**config.mk**
```make
export PLATFORM = sky130hd
export DESIGN_NAME = acc_seq_ctrl
export DESIGN_NICKNAME = d
export VERILOG_FILES = /design/src/rtl/acc_seq_pkg.sv /design/src/rtl/acc_seq_ctrl.sv
export SDC_FILE = /design/constraint.sdc
export NUM_CORES = 1
export LEC_CHECK = 0
export CORE_MARGIN = 2
export CORE_UTILIZATION = 39
export CTS_BUF_LIST = sky130_fd_sc_hd__clkbuf_8
export CTS_CLUSTER_DIAMETER = 40
export DETAILED_ROUTE_END_ITERATION = 10
export GPL_ROUTABILITY_DRIVEN = 1
export PLACE_DENSITY = 0.93
export SYNTH_ARGS = -nofsm -noshare
export SYNTH_HDL_FRONTEND = slang
export SYNTH_SLANG_ARGS = --single-unit
export TNS_END_PERCENT = 10
```
**constraint.sdc**
```tcl
create_clock -name clk -period 2.8 [get_ports clk]
set_clock_uncertainty 0.15 [all_clocks]
set_input_delay 0.28 -clock clk [delete_from_list [all_inputs] [get_ports clk]]
set_output_delay 0.28 -clock clk [all_outputs]
set_load 0.05 [all_outputs]
```
**src/rtl/acc_seq_pkg.sv**
```systemverilog
// Shared definitions for the accumulator sequencer: state encoding,
// default widths and the iteration-count clamp helper.
package acc_seq_pkg;

    localparam int DATA_W_DEF   = 32;
    localparam int CNT_W_DEF    = 7;
    localparam int MAX_ITER_DEF = 99;

    typedef enum logic [2:0] {
        ST_IDLE  = 3'd0,
        ST_CLEAR = 3'd1,
        ST_RUN   = 3'd2,
        ST_DRAIN = 3'd3,
        ST_DONE  = 3'd4
    } state_t;

    // Requests above the legal maximum are silently limited to it.
    function automatic int clamp_iter(input int req, input int max_iter);
        int lim;
        if (req > max_iter) begin
            lim = max_iter;
        end else begin
            lim = req;
        end
        return lim;
    endfunction

endpackage

```
**src/rtl/acc_seq_ctrl.sv**
```systemverilog
// Sequencer for the sign-magnitude accumulator datapath. Clears the
// datapath, streams exactly N samples into it and hands back the final
// accumulator value over a valid/ready result port.
module acc_seq_ctrl
    import acc_seq_pkg::*;
#(
    parameter int DATA_W   = DATA_W_DEF,
    parameter int CNT_W    = CNT_W_DEF,
    parameter int MAX_ITER = MAX_ITER_DEF
) (
    input  logic              clk,
    input  logic              rst,
    input  logic              start,
    input  logic              abort,
    input  logic [CNT_W-1:0]  n_iter,
    output logic              busy,
    output logic [CNT_W-1:0]  iter_cnt,
    input  logic              x_valid,
    output logic              x_ready,
    input  logic [DATA_W-1:0] x,
    output logic              dp_clr,
    output logic              dp_en,
    output logic [DATA_W-1:0] dp_x,
    input  logic [DATA_W-1:0] dp_y,
    output logic              res_valid,
    input  logic              res_ready,
    output logic [DATA_W-1:0] res
);

    localparam logic [CNT_W-1:0] CNT_ZERO = {CNT_W{1'b0}};
    localparam logic [CNT_W-1:0] CNT_ONE  = {{(CNT_W-1){1'b0}}, 1'b1};

    state_t              state_r;
    state_t              state_nxt_s;
    logic [CNT_W-1:0]    count_r;
    logic [CNT_W-1:0]    count_req_s;
    logic [CNT_W-1:0]    iter_cnt_r;
    logic                x_ready_r;
    logic                dp_clr_r;
    logic                res_valid_r;
    logic [DATA_W-1:0]   res_r;
    logic                launch_s;
    logic                beat_s;
    logic                last_s;

    // A new run is accepted only from IDLE, and abort always wins over start.
    assign launch_s    = (state_r == ST_IDLE) & start & ~abort;
    assign count_req_s = CNT_W'(clamp_iter(int'(n_iter), MAX_ITER));

    // Handshake flags drop in the abort cycle so no beat or result escapes.
    assign x_ready   = x_ready_r & ~abort;
    assign res_valid = res_valid_r & ~abort;
    assign beat_s    = x_valid & x_ready;
    assign last_s    = ((iter_cnt_r + CNT_ONE) == count_r);

    assign busy      = (state_r != ST_IDLE);
    assign iter_cnt  = iter_cnt_r;
    assign dp_clr    = dp_clr_r;
    assign dp_en     = beat_s;
    assign dp_x      = x;
    assign res       = res_r;

    // Next-state decode; abort returns to IDLE from anywhere.
    always_comb begin
        state_nxt_s = state_r;
        if (abort) begin
            state_nxt_s = ST_IDLE;
        end else begin
            case (state_r)
                ST_IDLE: begin
                    if (start) begin
                        state_nxt_s = ST_CLEAR;
                    end else begin
                        state_nxt_s = ST_IDLE;
                    end
                end
                ST_CLEAR: begin
                    if (count_r == CNT_ZERO) begin
                        state_nxt_s = ST_DRAIN;
                    end else begin
                        state_nxt_s = ST_RUN;
                    end
                end
                ST_RUN: begin
                    if (beat_s && last_s) begin
                        state_nxt_s = ST_DRAIN;
                    end else begin
                        state_nxt_s = ST_RUN;
                    end
                end
                ST_DRAIN: begin
                    state_nxt_s = ST_DONE;
                end
                ST_DONE: begin
                    if (res_ready) begin
                        state_nxt_s = ST_IDLE;
                    end else begin
                        state_nxt_s = ST_DONE;
                    end
                end
                default: begin
                    state_nxt_s = ST_IDLE;
                end
            endcase
        end
    end

    // State register.
    always_ff @(posedge clk or posedge rst) begin
        if (rst) begin
            state_r <= ST_IDLE;
        end else begin
            state_r <= state_nxt_s;
        end
    end

    // Registered control outputs, decoded from the state being entered.
    always_ff @(posedge clk or posedge rst) begin
        if (rst) begin
            dp_clr_r    <= 1'b0;
            x_ready_r   <= 1'b0;
            res_valid_r <= 1'b0;
        end else begin
            dp_clr_r    <= (state_nxt_s == ST_CLEAR);
            x_ready_r   <= (state_nxt_s == ST_RUN);
            res_valid_r <= (state_nxt_s == ST_DONE);
        end
    end

    // Latched iteration count and consumed-sample counter.
    always_ff @(posedge clk or posedge rst) begin
        if (rst) begin
            count_r    <= CNT_ZERO;
            iter_cnt_r <= CNT_ZERO;
        end else if (launch_s) begin
            count_r    <= count_req_s;
            iter_cnt_r <= CNT_ZERO;
        end else if (beat_s) begin
            count_r    <= count_r;
            iter_cnt_r <= iter_cnt_r + CNT_ONE;
        end else begin
            count_r    <= count_r;
            iter_cnt_r <= iter_cnt_r;
        end
    end

    // Result capture: dp_y reflects the final beat while in DRAIN.
    always_ff @(posedge clk or posedge rst) begin
        if (rst) begin
            res_r <= {DATA_W{1'b0}};
        end else if ((state_r == ST_DRAIN) && !abort) begin
            res_r <= dp_y;
        end else begin
            res_r <= res_r;
        end
    end

endmodule
```
==> results_dict.tcl <==
set metrics [dict create \
    status "completed" \
    finalSetupTns_ns 0 \
    worst_slew_pin_slew_ns 0.638 \
    design.core.area_sq_mm 0.00635 \
    leakage_nw 1.44 \
    rrSetupSlack_ns 0.78 \
    slew_headroom_pct 57.5 \
    grt_pass1_vias 1825 \
    layout.nets 352 \
    required_ns 2.37 \
    port_buffers 88 \
    hold_path_class "input pin to async pin" \
    clk_pin_slew_ns 0.10 \
    overflow 0 \
    holdBufCountCts 0 \
    fp.dieH_um 84.9 \
    clock_latency_ns 0.30 \
    grt_first_pass_wirelength_um 8620 \
    r2r_cells 4 \
    synth_enable_flop_cells 0 \
    ir_worst_vdd_mv 0.525 \
    cts_tree "built" \
    crit_fanout 10 \
    end_kind "output pin" \
    top_usage_layer "met2" \
    yosys.area.top_type_share_pct 51.0 \
    antenna_found_initial 0 \
    setup_viol 0 \
    grt_max_degree 53 \
    dr.pass1.iters 4 \
    ys_seq_area_share_pct 51.0 \
    maxCapViolCount 0 \
    fin_crit_ns 2.39 \
    floorplan.initialDensity_pct 40.2 \
    grt_util_met3_pct 4.47 \
    final_cell_mix "87 x clkdlybuf4s50_1, 52 x dfrtp_1, 31 x mux2_2, 15 x nand2_1, 10 x xnor2_1" \
    htreeDepth 2 \
    grt_use_met2_pct 24.7 \
    yosys_register_bits 52 \
    grt_setup_unrepaired "false" \
    synth_area_per_cell_sq_um 11.7 \
    synth_fp_nets 296 \
    grtUsageTotal_pct 14.8 \
    cts_buffers 5 \
    routed-via-count 1804 \
    ant_nets 0 \
    async_reset_ff_share_pct 100 \
    synth_top_flop_cell "dfrtp_1" \
    gp_congestion 0.811 \
    max_freq_mhz 418 \
    fin_crit_sh_pct 85.4 \
    first_iter_violations 40 \
    drv_slew 0 \
    antenna_cells 0 \
    grt_use_met1_pct 18.2 \
    hold_viol_final 0 \
    die_w_um 84.9 \
    nFillCells 557 \
    cts_root_buf "clkbuf_8" \
    drive_above_1_share_pct 18.2 \
    rows 29 \
    area_delta_synth_final_pct 32.4 \
    p_per_area_mw_per_mm2 904 \
    start_kind "flip-flop" \
    wirelength_um 5150 \
    place_hpwl_um 3900 \
    die-area_sq_mm 0.00720 \
    cts_max_path_buffers 2 \
    drc 0 \
    cts_setup_buffers 0 \
    worstSetupPathType "flip-flop to output pin" \
    utilization_pct 53.2 \
    wire_per_inst_um 14.6 \
    synthCells 218 \
    layout_commonest_cell "clkdlybuf4s50_1" \
    synth_area_leaders "dfrtp_1 51%, mux2_2 14%, buf_4 9.7%" \
    yosysTopAreaCell "dfrtp_1" \
    netlist_area_sq_mm 0.00255 \
    cts_sinks 52 \
    ctsResizeCount 0 \
    synth_cell_type_count 38 \
    cp.arrival_ns 1.96 \
    routed_via_density 5.13 \
    ys.warnings.count 0 \
    r2r_end "x_ready_r" \
    io_pins 153 \
    r2r-start "iter_cnt[0]" \
]
## metrics by stage
stage | worst slack, ns | power, mW | hold WS [ns] | instance area [sq um] | std cells
after floorplan | 0.493 | 2.14 | 0.235 | 2550 | 218
after global routing | 0.339 | 3.20 | 0.371 | 3380 | 352
after CTS | 0.398 | 3.09 | 0.342 | 3380 | 352
after detailed placement | 0.461 | 2.53 | 0.330 | 3250 | 344
final | 0.410 | 3.05 | 0.330 | 3380 | 352
after global placement | 0.482 | 2.50 | 0.318 | 3250 | 344
## cell type report
type | instances | area [sq um] | area share [%]
clock buffer | 7 | 96.3 | 2.85
sequential | 52 | 1300 | 38.5
timing repair buffer | 90 | 893 | 26.5
inverter | 3 | 11.3 | 0.333
clock inverter | 1 | 30.0 | 0.889
multi-input combinational | 122 | 948 | 28.1
tap | 77 | 96.3 | 2.85
## flip-flops by register name, indices dropped and copies added (netlist names)
signal and flops:
res 32, count_r 7, iter_cnt 7, state_r 3, dp_clr 1, res_valid_r 1, x_ready_r 1
## critical path, stage by stage (launching register included)
cell and delay, ns:
dfrtp_1 0.52, or3_1 0.42, clkdlybuf4s50_1 0.71
## cells in the mapped netlist (3+ instances only)
cell	n
a21oi_1	3
a31oi_1	4
buf_2	3
buf_4	33
clkbuf_1	3
dfrtp_1	52
mux2_2	31
nand2_1	15
nand3_1	9
nor2_1	9
nor3_1	3
o21ai_0	3
or3_1	4
xnor2_1	10
## report_power, final
group          switching, mW  internal [mW]  total [mW]
registers              0.124          0.959        1.08
logic                  0.870          0.547        1.42
clock network          0.237          0.315       0.552
## metal layers
metal,routed length (um),vias up
li1,-,839
met5,0,-
met3,438,14
met2,2450,77
met4,86,0
met1,2170,874
## worst max path at each step
stage	slack, ns	depth (start not counted)	start	end
final	0.41	2	state_r[2]	busy
after global routing	0.34	2	state_r[2]	busy
after CTS	0.40	2	state_r[2]	busy
after detailed placement	0.46	3	abort	x_ready
after global placement	0.48	3	abort	res_valid
after floorplan	0.49	5	iter_cnt[0]	x_ready_r
## cell families after synthesis
family | Yosys count | share of synthesized area [%]
flops | 52 | 51.0
compound gates | 19 | 5.39
buf+inv | 44 | 12.1
simple gates | 55 | 11.6
xor+xnor | 12 | 4.12
fa+ha+maj | 1 | 0.490
mux | 35 | 15.4
Note: power is estimated with default switching activity, not from simulation.
